===== config.mk =====
export PLATFORM = sky130hd
export DESIGN_NAME = cdi_bus_matrix
export DESIGN_NICKNAME = d
export VERILOG_FILES = /design/src/rtl/cdi_bus_pkg.sv /design/src/rtl/cdi_bus_decoder.sv /design/src/rtl/cdi_bus_matrix.sv
export SDC_FILE = /design/constraint.sdc
export NUM_CORES = 1
export LEC_CHECK = 0
export CAP_MARGIN = 20
export CORE_MARGIN = 2
export CORE_UTILIZATION = 45
export DETAILED_ROUTE_END_ITERATION = 16
export PLACE_DENSITY_LB_ADDON = 0.12
export RECOVER_POWER = 100
export SYNTH_ARGS = -nofsm -noshare
export SYNTH_HDL_FRONTEND = slang
export SYNTH_SLANG_ARGS = --single-unit

===== constraint.sdc =====
create_clock -name clk30 -period 5.9 [get_ports clk30]
set_input_delay 1.18 -clock clk30 [delete_from_list [all_inputs] [get_ports clk30]]
set_output_delay 1.18 -clock clk30 [all_outputs]
set_load 0.02 [all_outputs]

===== src/rtl/cdi_bus_pkg.sv =====
// Shared types for the CD-i SCC68070 bus matrix: FSM encoding, slave index,
// address window record and the byte-lane replication helper.
package cdi_bus_pkg;

    typedef enum logic [1:0] {
        IDLE   = 2'd0,
        ACCESS = 2'd1,
        DONE   = 2'd2,
        ERR    = 2'd3
    } bus_state_e;

    typedef logic [$clog2(16)-1:0] slv_idx_t;

    typedef struct packed {
        logic [23:0] base;
        logic [23:0] mask;
    } window_t;

    // 8-bit slaves drive only the low lane; the CPU may read either lane.
    function automatic logic [15:0] lane_rep(input logic [15:0] d, input logic is_byte);
        return is_byte ? {d[7:0], d[7:0]} : d;
    endfunction

endpackage


===== src/rtl/cdi_bus_decoder.sv =====
// Priority address decoder: compares the byte address against every window,
// lowest-index hit wins.
module cdi_bus_decoder
    import cdi_bus_pkg::*;
#(
    parameter int                       NUM_SLAVES = 5,
    parameter logic [NUM_SLAVES*24-1:0] SLV_BASE   = '0,
    parameter logic [NUM_SLAVES*24-1:0] SLV_MASK   = '0
) (
    input  logic [23:1]           addr,
    output logic [NUM_SLAVES-1:0] hit,
    output slv_idx_t              sel,
    output logic                  miss
);

    logic [23:0] addr_byte;
    window_t     win [NUM_SLAVES];

    assign addr_byte = {addr, 1'b0};

    for (genvar g = 0; g < NUM_SLAVES; g++) begin : g_win
        assign win[g].base = SLV_BASE[g*24 +: 24];
        assign win[g].mask = SLV_MASK[g*24 +: 24];
        assign hit[g]      = ((addr_byte & win[g].mask) == win[g].base);
    end

    always_comb begin
        sel = '0;
        for (int i = NUM_SLAVES - 1; i >= 0; i--) begin
            if (hit[i]) sel = slv_idx_t'(i);
        end
    end

    assign miss = ~|hit;

endmodule


===== src/rtl/cdi_bus_matrix.sv =====
// SCC68070 bus interconnect: window decode, chip selects, ack qualification,
// read-data muxing, access watchdog and interrupt-acknowledge vector routing.
module cdi_bus_matrix
    import cdi_bus_pkg::*;
#(
    parameter int                       NUM_SLAVES     = 5,
    parameter logic [NUM_SLAVES*24-1:0] SLV_BASE       = {24'h400000, 24'h320000, 24'h310000,
                                                          24'h300000, 24'h000000},
    parameter logic [NUM_SLAVES*24-1:0] SLV_MASK       = {24'hC00000, 24'hFF0000, 24'hFF0000,
                                                          24'hFF0000, 24'hE00000},
    parameter logic [NUM_SLAVES-1:0]    ACK_EDGE       = '0,
    parameter logic [NUM_SLAVES-1:0]    BYTE_SLAVE     = '0,
    parameter int                       TIMEOUT_CYCLES = 1023,
    parameter bit                       UNMAPPED_ERR   = 1'b0,
    parameter int                       IACK_SLAVE     = 1
) (
    input  logic                     clk30,
    input  logic                     reset,
    input  logic [23:1]              cpu_addr,
    input  logic                     cpu_as,
    input  logic                     cpu_uds,
    input  logic                     cpu_lds,
    input  logic                     cpu_write_strobe,
    input  logic                     cpu_iack,
    output logic [15:0]              cpu_din,
    output logic                     cpu_bus_ack,
    output logic                     cpu_bus_err,
    output logic [NUM_SLAVES-1:0]    slv_cs,
    output logic [NUM_SLAVES-1:0]    slv_cs_start,
    input  logic [NUM_SLAVES*16-1:0] slv_dout,
    input  logic [NUM_SLAVES-1:0]    slv_ack,
    output logic [7:0]               stat_timeouts
);

    // state  | meaning
    // IDLE   | no cycle in flight, waiting for strobes
    // ACCESS | chip select active, waiting for slave ack or watchdog
    // DONE   | ack held with snapshot data until cpu_as drops
    // ERR    | bus error held until cpu_as drops
    localparam logic [1:0] S_IDLE   = IDLE;
    localparam logic [1:0] S_ACCESS = ACCESS;
    localparam logic [1:0] S_DONE   = DONE;
    localparam logic [1:0] S_ERR    = ERR;

    localparam int WD_W = $clog2(TIMEOUT_CYCLES);

    logic [1:0]            state;
    slv_idx_t              sel_q;
    logic                  hit_q;
    logic                  start_q;
    logic                  ack_prev;
    logic [WD_W-1:0]       wd_cnt;
    logic [15:0]           din_q;
    logic [7:0]            stat_q;

    logic [NUM_SLAVES-1:0] dec_hit;
    slv_idx_t              dec_sel;
    logic                  dec_miss;

    logic                  ack_sel;
    logic [15:0]           dout_sel;
    logic                  edge_sel;
    logic                  byte_sel;
    logic [NUM_SLAVES-1:0] cs_vec;
    logic [15:0]           acc_din;
    logic                  acc_ack;
    logic                  wd_hit;
    logic                  go;
    logic                  iack_act;
    logic                  unused_write;

    // Reads and writes are handled identically on this bus.
    assign unused_write = cpu_write_strobe;

    cdi_bus_decoder #(
        .NUM_SLAVES (NUM_SLAVES),
        .SLV_BASE   (SLV_BASE),
        .SLV_MASK   (SLV_MASK)
    ) u_decoder (
        .addr (cpu_addr),
        .hit  (dec_hit),
        .sel  (dec_sel),
        .miss (dec_miss)
    );

    always_comb begin
        ack_sel  = 1'b0;
        dout_sel = '0;
        edge_sel = 1'b0;
        byte_sel = 1'b0;
        cs_vec   = '0;
        for (int i = 0; i < NUM_SLAVES; i++) begin
            if (sel_q == slv_idx_t'(i)) begin
                ack_sel   = slv_ack[i];
                dout_sel  = slv_dout[i*16 +: 16];
                edge_sel  = ACK_EDGE[i];
                byte_sel  = BYTE_SLAVE[i];
                cs_vec[i] = 1'b1;
            end
        end
    end

    assign acc_din  = lane_rep(dout_sel, byte_sel);
    // ack_prev is preset on entry, so a level already high on the first cycle never acks.
    assign acc_ack  = (state == S_ACCESS) && cpu_as && (edge_sel ? (ack_sel && !ack_prev) : ack_sel);
    assign wd_hit   = (wd_cnt == WD_W'(TIMEOUT_CYCLES - 1));
    assign iack_act = cpu_iack && !reset;
    assign go       = cpu_as && (cpu_uds || cpu_lds) && !cpu_iack;

    always_ff @(posedge clk30) begin
        if (reset) begin
            state    <= S_IDLE;
            sel_q    <= '0;
            hit_q    <= 1'b0;
            start_q  <= 1'b0;
            ack_prev <= 1'b0;
            wd_cnt   <= '0;
            din_q    <= '0;
            stat_q   <= '0;
        end else begin
            start_q <= 1'b0;
            case (state)
                S_IDLE: begin
                    wd_cnt <= '0;
                    if (go) begin
                        sel_q <= dec_sel;
                        hit_q <= |dec_hit;
                        if (!dec_miss) begin
                            state    <= S_ACCESS;
                            start_q  <= 1'b1;
                            ack_prev <= 1'b1;
                        end else if (UNMAPPED_ERR) begin
                            state <= S_ERR;
                        end else begin
                            state <= S_DONE;
                            din_q <= '0;
                        end
                    end
                end
                S_ACCESS: begin
                    ack_prev <= ack_sel;
                    if (!cpu_as) begin
                        state  <= S_IDLE;
                        wd_cnt <= '0;
                    end else if (acc_ack) begin
                        state <= S_DONE;
                        din_q <= acc_din;
                    end else if (wd_hit) begin
                        state <= S_ERR;
                        if (stat_q != 8'hFF) stat_q <= stat_q + 8'd1;
                    end else begin
                        wd_cnt <= wd_cnt + 1'b1;
                    end
                end
                default: begin
                    if (!cpu_as) begin
                        state  <= S_IDLE;
                        wd_cnt <= '0;
                    end
                end
            endcase
        end
    end

    always_comb begin
        cpu_din      = '0;
        cpu_bus_ack  = 1'b0;
        cpu_bus_err  = 1'b0;
        slv_cs       = '0;
        slv_cs_start = '0;
        case (state)
            S_ACCESS: begin
                cpu_din      = acc_din;
                cpu_bus_ack  = acc_ack;
                slv_cs       = cs_vec;
                slv_cs_start = start_q ? cs_vec : '0;
            end
            S_DONE: begin
                cpu_din     = din_q;
                cpu_bus_ack = 1'b1;
                slv_cs      = hit_q ? cs_vec : '0;
            end
            S_ERR:   cpu_bus_err = 1'b1;
            default: ;
        endcase
        if (iack_act) begin
            cpu_din      = slv_dout[IACK_SLAVE*16 +: 16];
            cpu_bus_ack  = 1'b1;
            cpu_bus_err  = 1'b0;
            slv_cs       = '0;
            slv_cs_start = '0;
        end
    end

    assign stat_timeouts = stat_q;

endmodule


==> results.toml, run 1 <==
[status]
status = "finished with violations"
violations = "capacitance limit, slew limit"

[detailed_routing]
drt_iter0_markers = 135
drcViolationCount = 0
ant_nets = 0
drt_wl_total_um = 10000
drt-wirelength-per-cell_um = 17.4
firstDrtPassIters = 5
vias = 3499
via_per_inst = 6.06

[die]
fp.coreArea_sq_um = 6760
fp.dieW_um = 87.2
rows = 30
die-area_sq_um = 7600
boundaryPins = 151
start_util_pct = 46.1
dieHeight_um = 87.2

[critical_path]
cp_data_arrival_time_ns = 3.77
cp_num_buf_inv = 1
cp-end-kind = "primary output"
required_ns = 4.72
cp-start-kind = "flip-flop"
slowest_delay_ns = 1.10
cp_max_fo = 16
slowest_stage = "nor2_1"
critical_path_class = "reg2out"
cp_cell_sequence = "or3b_2, nor2_1, a22o_1, a21oi_1, o21ai_0, dlygate4sd3_1"
critical_path.top_delay_family = "simple AND/OR/NAND/NOR gates"

[timing]
worst_pin_slew_ns = 1.79
timing.final.crit_share_pct = 83.9
period_needed_ns = 4.95
max_freq_ghz = 0.202
setup_tns_ns = 0
clock_skew_ns = 0.0100
setup_ws_ns = 0.950
setup_viol = 0
rsz0062_at_grt = "false"
slew_violations = 19
slew_headroom_pct = -19.5
hold_viol_final = 0

[grt]
grt_antenna_before_repair = 0
grt_pass1_wl_um = 15300
grt.overflow.total = 0
groute.usage.overall_pct = 25.3
grt_max_degree = 36
grt_pass1_vias = 3312

[logic_synthesis]
ys_seq_area_share_pct = 26.4
yosys_register_bits = 41
ys.flop_type = "dfxtp_1"
yosysWarnings = 0
async_reset_ff_share_pct = 0
syn_inst = 378
synth_area_sq_um = 3110
synth_nets = 500
syn_avg_cell_area_sq_um = 8.24
synth_cell_types = 51
synth_edf_count = 0

[clocking]
cts_tree = "yes"
numClockSinks = 41
htreeDepth = 2
post_cts_buffers = 0
clk_pin_slew_ns = 0.08
root_buffer = "clkbuf_8"
worstSkewPairLatency_ns = 0.30
post_cts_resized = 0
hold_buffers = 0
clockBufferDepth = 2
numCtsBuffers = 5

[flow_run]
max-cap-violations = 1

[placed_design]
routabilityCongestion = 0.813
place_ws_ns = 1.15
dp_hpwl_um = 7140
io_buffer_count = 134
post_dp_cell_area_sq_um = 4460

[finish]
area_growth_pct = 46.0
nets = 619
fin_area_sq_um = 4550
drive_above_1_share_pct = 6.84
fillCellCount = 585
antenna_cells = 0

[power]
p_leak_nw = 1.59
peakVddDrop_mv = 0.124
power.density_nw_per_um2 = 230
p_total_mw = 1.05

[hold_path]
worstHoldPathType = "reg2reg"
-- cell families (layout without fill, tap and decap cells) --
family / Yosys count / count (layout) / share of synthesized area, %
compound gates: 131 / 131 / 28.8
simple gates: 125 / 125 / 21.4
mux: 19 / 19 / 12.5
fa+ha+maj: 7 / 7 / 2.81
flops: 41 / 41 / 26.4
buf+inv: 54 / 173 / 7.79
xor+xnor: 1 / 1 / 0.281
-- power by group --
group / internal, mW / total (mW) / switching, mW
clock: 0.123 / 0.223 / 0.100
sequential: 0.313 / 0.338 / 0.0250
combinational: 0.202 / 0.484 / 0.282
-- synth_stat cells, drive strengths merged, types with 3 or more instances --
| cell | n | area share [%] |
|---|---|---|
| dfxtp | 41 | 26 |
| nor3 | 6 | 1.1 |
| a211oi | 32 | 7.7 |
| nor2 | 23 | 2.9 |
| nor2b | 3 | 0.60 |
| or4 | 13 | 3.1 |
| and3 | 4 | 0.80 |
| a21oi | 36 | 5.8 |
| nor3b | 3 | 0.72 |
| o21ai | 19 | 3.1 |
| nand2 | 35 | 4.2 |
| nor4 | 8 | 1.6 |
| inv | 24 | 2.9 |
| clkbuf | 18 | 2.2 |
| mux4 | 16 | 12 |
| buf | 12 | 2.7 |
| ha | 7 | 2.8 |
| mux2i | 3 | 0.96 |
| nand4 | 4 | 0.80 |
| nand3 | 10 | 1.6 |
| a22o | 16 | 4.5 |
| nand2b | 5 | 1.0 |
| o31ai | 12 | 2.9 |
-- layout by cell type (no fill, tap or decap), drive strengths merged, types with 2 or more instances in the layout --
cell and count:
a211o 2, a211oi 32, a21oi 36, a22o 16, and3 4, and4 2, buf 6, clkbuf 7
clkdlybuf4s50 95, dfxtp 41, dlygate4sd3 39, ha 7, inv 24, mux2i 3, mux4 16, nand2 35
nand2b 5, nand3 10, nand4 4, nor2 23, nor2b 3, nor3 6, nor3b 3, nor4 8
nor4b 2, o21a 2, o21ai 19, o31a 2, o31ai 12, or2 2, or4 13
-- final timing paths --
path | from | endpoint | slack, ns | depth (start not counted)
worst min-delay path | din_q[13] | din_q[13] | 0.46 | 2
worst max register to register | state[1] | wd_cnt[0] | 2.67 | 7
worst max-delay path | sel_q[2] | cpu_din[14] | 0.95 | 6
worst min register to register | din_q[13] | din_q[13] | 0.46 | 2
-- registers in the layout, indices dropped and copies added, names as in the netlist --
register / flops
hit_q: 1
wd_cnt: 10
sel_q: 3
state: 2
din_q: 16
stat_timeouts: 8
start_q: 1
-- final cells by class --
| cell class | instances | area (sq um) | area share, % |
|---|---|---|---|
| multi-input cells | 283 | 2030 | 44.7 |
| clock inverters | 2 | 35.0 | 0.771 |
| clock buffers | 5 | 68.8 | 1.51 |
| repair buffers | 142 | 1400 | 30.7 |
| well taps | 80 | 100 | 2.20 |
| inverters | 24 | 90.1 | 1.98 |
| flip-flops and latches | 41 | 821 | 18.1 |
-- metrics by stage --
step	util, %	std cells	hold WS (ns)
6_report	67.3	577	0.465
5_1_grt	67.3	577	0.480
4_1_cts	67.5	576	0.461
3_5_place_dp	65.9	569	0.446
3_3_place_gp	65.9	569	0.445
2_1_floorplan	-	378	0.434
-- metal layers --
layer / vias to the layer above / GRT usage, % / share of wire, %
li1: 1679 / - / -
met1: 1676 / 32.1 / 44
met2: 127 / 41.4 / 48
met3: 17 / 5.21 / 6.4
met4: 0 / 11.6 / 2.2
met5: - / 0 / 0
-- tightest hold or removal path, delay by kind of cell, from the launching register on --
family	cells	cell delay [ns]
flops	1	0.32
buf+inv	1	0.05
compound gates	1	0.05
No activity file was read; power rests on OpenSTA's default activity.
==> run 2: changes to the inputs <==
--- a/config.mk
+++ b/config.mk
@@ -7,7 +7,7 @@
 export LEC_CHECK = 0
 export CAP_MARGIN = 20
 export CORE_MARGIN = 2
-export CORE_UTILIZATION = 45
+export CORE_UTILIZATION = 37
 export DETAILED_ROUTE_END_ITERATION = 16
 export PLACE_DENSITY_LB_ADDON = 0.12
 export RECOVER_POWER = 100
==> constraint.sdc (replaced) <==
create_clock -name clk30 -period 4.2 [get_ports clk30]
set_input_delay 0.84 -clock clk30 [delete_from_list [all_inputs] [get_ports clk30]]
set_output_delay 0.84 -clock clk30 [all_outputs]
set_load 0.02 [all_outputs]
==> run 2 against run 1 <==
Net effect:
- clock power up 23%
- worst setup slack worse by 0.65 ns
- critical path depth unchanged
- the run still ends with capacitance limit, slew limit left
- worst hold slack worse by 0.00070 ns
- sequential share of layout area down 0.18 points
- die area up 21%
- first-iteration DRC count up 9.6%
- cell count up 5.0%
- combinational power up 42%
- non-clock buffer count up 3
- largest cell class unchanged
- sequential power up 41%
==> results.toml, run 2 (synthesis gave the netlist of run 1 again) <==
[timing]
timing.final.crit_share_pct = 92.8
hold_viol_final = 0
setup_tns_ns = 0
period_needed_ns = 3.90
rsz0062_at_grt = "false"
worst_pin_slew_ns = 1.77
slew_headroom_pct = -18.6
slew_violations = 19
setup_viol = 0
clock_skew_ns = 0.0146
setup_ws_ns = 0.303
max_freq_ghz = 0.257

[die]
die-area_sq_um = 9170
boundaryPins = 151
fp.coreArea_sq_um = 8180
start_util_pct = 38.1
fp.dieW_um = 95.7
rows = 33
dieHeight_um = 95.7

[grt]
grtUsageMet1_pct = 27.7
grt_max_degree = 36
groute.usage.overall_pct = 21.2
grt_antenna_before_repair = 0
busiest_layer = "met2"
grt_pass1_wl_um = 15600
grt_pass1_vias = 3341
grt_use_met2_pct = 35.4
grt.overflow.total = 0
grtUsageMet3_pct = 5.09

[critical_path]
r2r_cells = 7
cp-startpoint = "sel_q[0]"
cp-end-kind = "primary output"
cp_max_fo = 17
slowest_delay_ns = 0.87
rr_endpoint = "wd_cnt[1]"
worst-r2r-setup-slack_ns = 1.13
r2r_start = "state[1]"
critical_path_class = "reg2out"
cp_data_arrival_time_ns = 3.06
cp_cell_sequence = "buf_4, mux4_2, a22o_1, a21oi_1, o21ai_0, clkdlybuf4s50_1"
slowest_stage = "dfxtp_1"
required_ns = 3.36
cp-start-kind = "flip-flop"

[status]
violations = "capacitance limit, slew limit"
status = "finished with violations"

[finish]
utilization_pct = 56.2
layout_common_cells = "clkdlybuf4s50_1, dfxtp_1, a21oi_1, nand2_1, a211oi_1"
nets = 622
top_register = "din_q"
fillCellCount = 769
mostFrequentLayoutCell = "clkdlybuf4s50_1"
drive_above_1_share_pct = 7.98
area_growth_pct = 47.4
largest_reg_flops = 16
antenna_cells = 0

[detailed_routing]
drt_wl_total_um = 10100
drcViolationCount = 0
ant_nets = 0
via_per_inst = 5.65
vias = 3426
firstDrtPassIters = 4
drt-wirelength-per-cell_um = 16.7
drt_iter0_markers = 148

[hold_path]
hold_depth = 2
min_from = "din_q[13]"
holdPathEnd = "din_q[13]"
worstHoldPathType = "reg2reg"

[clocking]
post_cts_buffers = 0
root_buffer = "clkbuf_8"
cts_tree = "yes"
htreeDepth = 2
numClockSinks = 41
clockBufferDepth = 2
clk_pin_slew_ns = 0.09
worstSkewPairLatency_ns = 0.29
hold_buffers = 0
post_cts_resized = 0
numCtsBuffers = 5

[placed_design]
routabilityCongestion = 0.813
place_ws_ns = 0.535
io_buffer_count = 134
dp_hpwl_um = 7270

[flow_run]
max-cap-violations = 1

[power]
p_leak_nw = 1.58
power.density_nw_per_um2 = 313
peakVddDrop_mv = 0.273
## run 2: worst max path at each step
stage / to / slack [ns] / depth (start not counted)
6_report: cpu_din[7] / 0.30 / 6
5_1_grt: cpu_din[9] / 0.06 / 6
4_1_cts: cpu_din[7] / 0.22 / 6
3_5_place_dp: slv_cs[0] / 0.53 / 6
3_3_place_gp: cpu_din[7] / 0.54 / 6
2_1_floorplan: slv_cs[0] / 1.03 / 5
## run 2: where the power goes
| part | leakage, nW | internal (mW) | total [mW] | switching, mW |
|---|---|---|---|---|
| clock | 0.0512 | 0.133 | 0.275 | 0.142 |
| combinational | 1.20 | 0.294 | 0.687 | 0.393 |
| sequential | 0.334 | 0.440 | 0.476 | 0.0355 |
| total | 1.58 | 0.868 | 1.44 | 0.570 |
## run 2: final cells by class
cell class	instances	area [sq um]	share of cell area [%]
multi-input cells	283	2040	44.3
well taps	105	131	2.86
repair buffers	145	1420	30.9
clock buffers	6	82.6	1.80
clock inverters	2	13.8	0.300
inverters	24	90.1	1.96
flip-flops and latches	41	821	17.9
## run 2: worst max-delay path: cells and delay by family, from the launching register on
family          cells  cell delay, ns
buf+inv             2            0.90
compound gates      3            0.46
flops               1            0.87
mux                 1            0.53
## run 2: metal layers
layer / vias to the layer above / routed length [um]
li1: 1689 / -
met1: 1626 / 4400
met2: 105 / 4850
met3: 6 / 758
met4: 0 / 87
met5: - / 0
## run 2: through the flow
step	power [mW]	cell area (sq um)	std cells	hold slack, ns
floorplan	0.934	3110	378	0.434
global placement	1.17	4520	598	0.445
detailed placement	1.18	4520	598	0.447
CTS	1.46	4610	606	0.464
global route	1.53	4590	606	0.485
finish	1.44	4590	606	0.464
==> run 3: changes to the inputs <==
==> constraint.sdc (replaced) <==
create_clock -name clk30 -period 3.36 [get_ports clk30]
set_input_delay 0.672 -clock clk30 [delete_from_list [all_inputs] [get_ports clk30]]
set_output_delay 0.672 -clock clk30 [all_outputs]
set_load 0.02 [all_outputs]
==> run 3 against run 2 <==
Net effect:
- the run now ends clean
- register-to-register slack got worse by 0.21 ns
- clock power increased by 18%
- flip-flop and latch count unchanged
- worst hold slack got worse by 0.0040 ns
- combinational power increased by 26%
- first-iteration DRC count decreased by 30%
- clock-buffer cell count decreased by 1
- final area about the same
- worst setup slack got worse by 0.18 ns
- cell count increased by 0.99%
- non-clock buffer count increased by 6
- highest routed layer unchanged
==> results.toml, run 3 (synthesis gave the netlist of run 1 again) <==
[clocking]
clockBufferDepth = 2
clk_pin_slew_ns = 0.08
numCtsBuffers = 5
worstSkewPairLatency_ns = 0.30
post_cts_resized = 0
cts_tree = "yes"
numClockSinks = 41
hold_buffers = 0
post_cts_buffers = 0
root_buffer = "clkbuf_8"
htreeDepth = 2

[grt]
grt_antenna_before_repair = 0
grt_use_met2_pct = 35.4
grtUsageMet3_pct = 5.87
grt_pass1_wl_um = 15300
grt_max_degree = 35
grt_pass1_vias = 3221
grt.overflow.total = 0
busiest_layer = "met2"
groute.usage.overall_pct = 21.0
grtUsageMet1_pct = 26.4

[detailed_routing]
drt_wl_total_um = 10000
vias = 3447
firstDrtPassIters = 4
ant_nets = 0
drt-wirelength-per-cell_um = 16.4
drcViolationCount = 0
via_per_inst = 5.63
drt_iter0_markers = 104

[die]
fp.dieW_um = 95.7
fp.coreArea_sq_um = 8180
die-area_sq_um = 9170
boundaryPins = 151
dieHeight_um = 95.7
rows = 33
start_util_pct = 38.1

[finish]
nets = 628
largest_reg_flops = 16
fillCellCount = 791
mostFrequentLayoutCell = "clkdlybuf4s50_1"
antenna_cells = 0
fin_cells = 612
drive_above_1_share_pct = 8.88
fin_area_sq_um = 4590
area_growth_pct = 47.3
top_register = "din_q"
utilization_pct = 56.1
layout_common_cells = "clkdlybuf4s50_1, dfxtp_1, a21oi_1, nand2_1, a211oi_1"

[timing]
hold_viol_final = 0
clock_skew_ns = 0.0111
period_needed_ns = 3.24
rsz0062_at_grt = "false"
worst_pin_slew_ns = 0.803
slew_violations = 0
setup_tns_ns = 0
timing.final.crit_share_pct = 96.5
setup_viol = 0
slew_headroom_pct = 46.5
max_freq_ghz = 0.309

[power]
p_leak_nw = 1.56
power.density_nw_per_um2 = 388
peakVddDrop_mv = 0.200
p_total_mw = 1.78

[flow_run]
max-cap-violations = 0

[critical_path]
required_ns = 2.69
cpMostUsedCell = "clkdlybuf4s50_1"
cp_data_arrival_time_ns = 2.57
slowest_delay_ns = 0.56
cp_cell_sequence = "clkdlybuf4s50_1, mux4_2, a22o_1, a21oi_1, o21ai_0, clkdlybuf4s50_1"
cp_max_fo = 2
cp-end-kind = "primary output"
critical_path_class = "in2out"
slowest_stage = "clkdlybuf4s50_1"
cp-start-kind = "input pin"

[placed_design]
post_dp_cell_area_sq_um = 4570
post-place-cells = 604
io_buffer_count = 134
dp_hpwl_um = 7310
routabilityCongestion = 0.835

[hold_path]
worstHoldPathType = "reg2reg"

[status]
status = "complete, no violations"
[run 3: cell types whose count changed in the layout (fill, tap and decap cells not counted)]
cell,before,now
clkinv_4,1,0
o32ai_2,0,1
o32ai_1,1,0
clkbuf_8,6,5
clkinv_2,1,2
clkbuf_2,1,0
dlymetal6s2s_1,0,1
clkbuf_1,1,12
clkdlybuf4s50_1,104,108
buf_12,0,1
dlygate4sd3_1,30,16
buf_4,9,13
clkinvlp_4,0,1
[run 3: area by class of cell]
cell class	count	area [sq um]	area share, %
clock buffer	5	68.8	1.50
clock inverter	3	17.5	0.382
inverter	24	90.1	1.96
multi-input combinational	283	2040	44.5
sequential	41	821	17.9
tap	105	131	2.86
timing repair buffer	151	1420	30.9
[run 3: critical path: cells and delay by family]
family / cells / cell delay, ns
multiplexers: 1 / 0.47
buffers and inverters: 2 / 0.98
AO/OA/AOI/OAI: 3 / 0.45
[run 3: per-stage QoR]
step                      hold slack, ns  setup slack, ns
after global routing               0.481          0.00206
final                              0.460            0.119
after floorplan                    0.434            0.529
after CTS                          0.460           0.0512
after global placement             0.445           0.0946
after detailed placement           0.444           0.0511
[run 3: layer usage]
layer | share of wire, % | up-vias
met5 | 0 | -
met4 | 1.0 | 0
met3 | 8.1 | 9
met2 | 48 | 122
met1 | 43 | 1613
li1 | - | 1703
[run 3: final timing paths]
| kind | slack [ns] | end | from | depth (start not counted) |
|---|---|---|---|---|
| min | 0.46 | din_q[0] | din_q[0] | 2 |
| min reg2reg | 0.46 | din_q[0] | din_q[0] | 2 |
| max | 0.12 | cpu_din[0] | slv_dout[16] | 6 |
| max reg2reg | 0.92 | din_q[2] | state[1] | 7 |
[run 3: power by group]
part	internal [mW]	switching, mW	total (mW)
registers	0.550	0.0403	0.591
clock network	0.144	0.180	0.324
logic	0.374	0.494	0.868
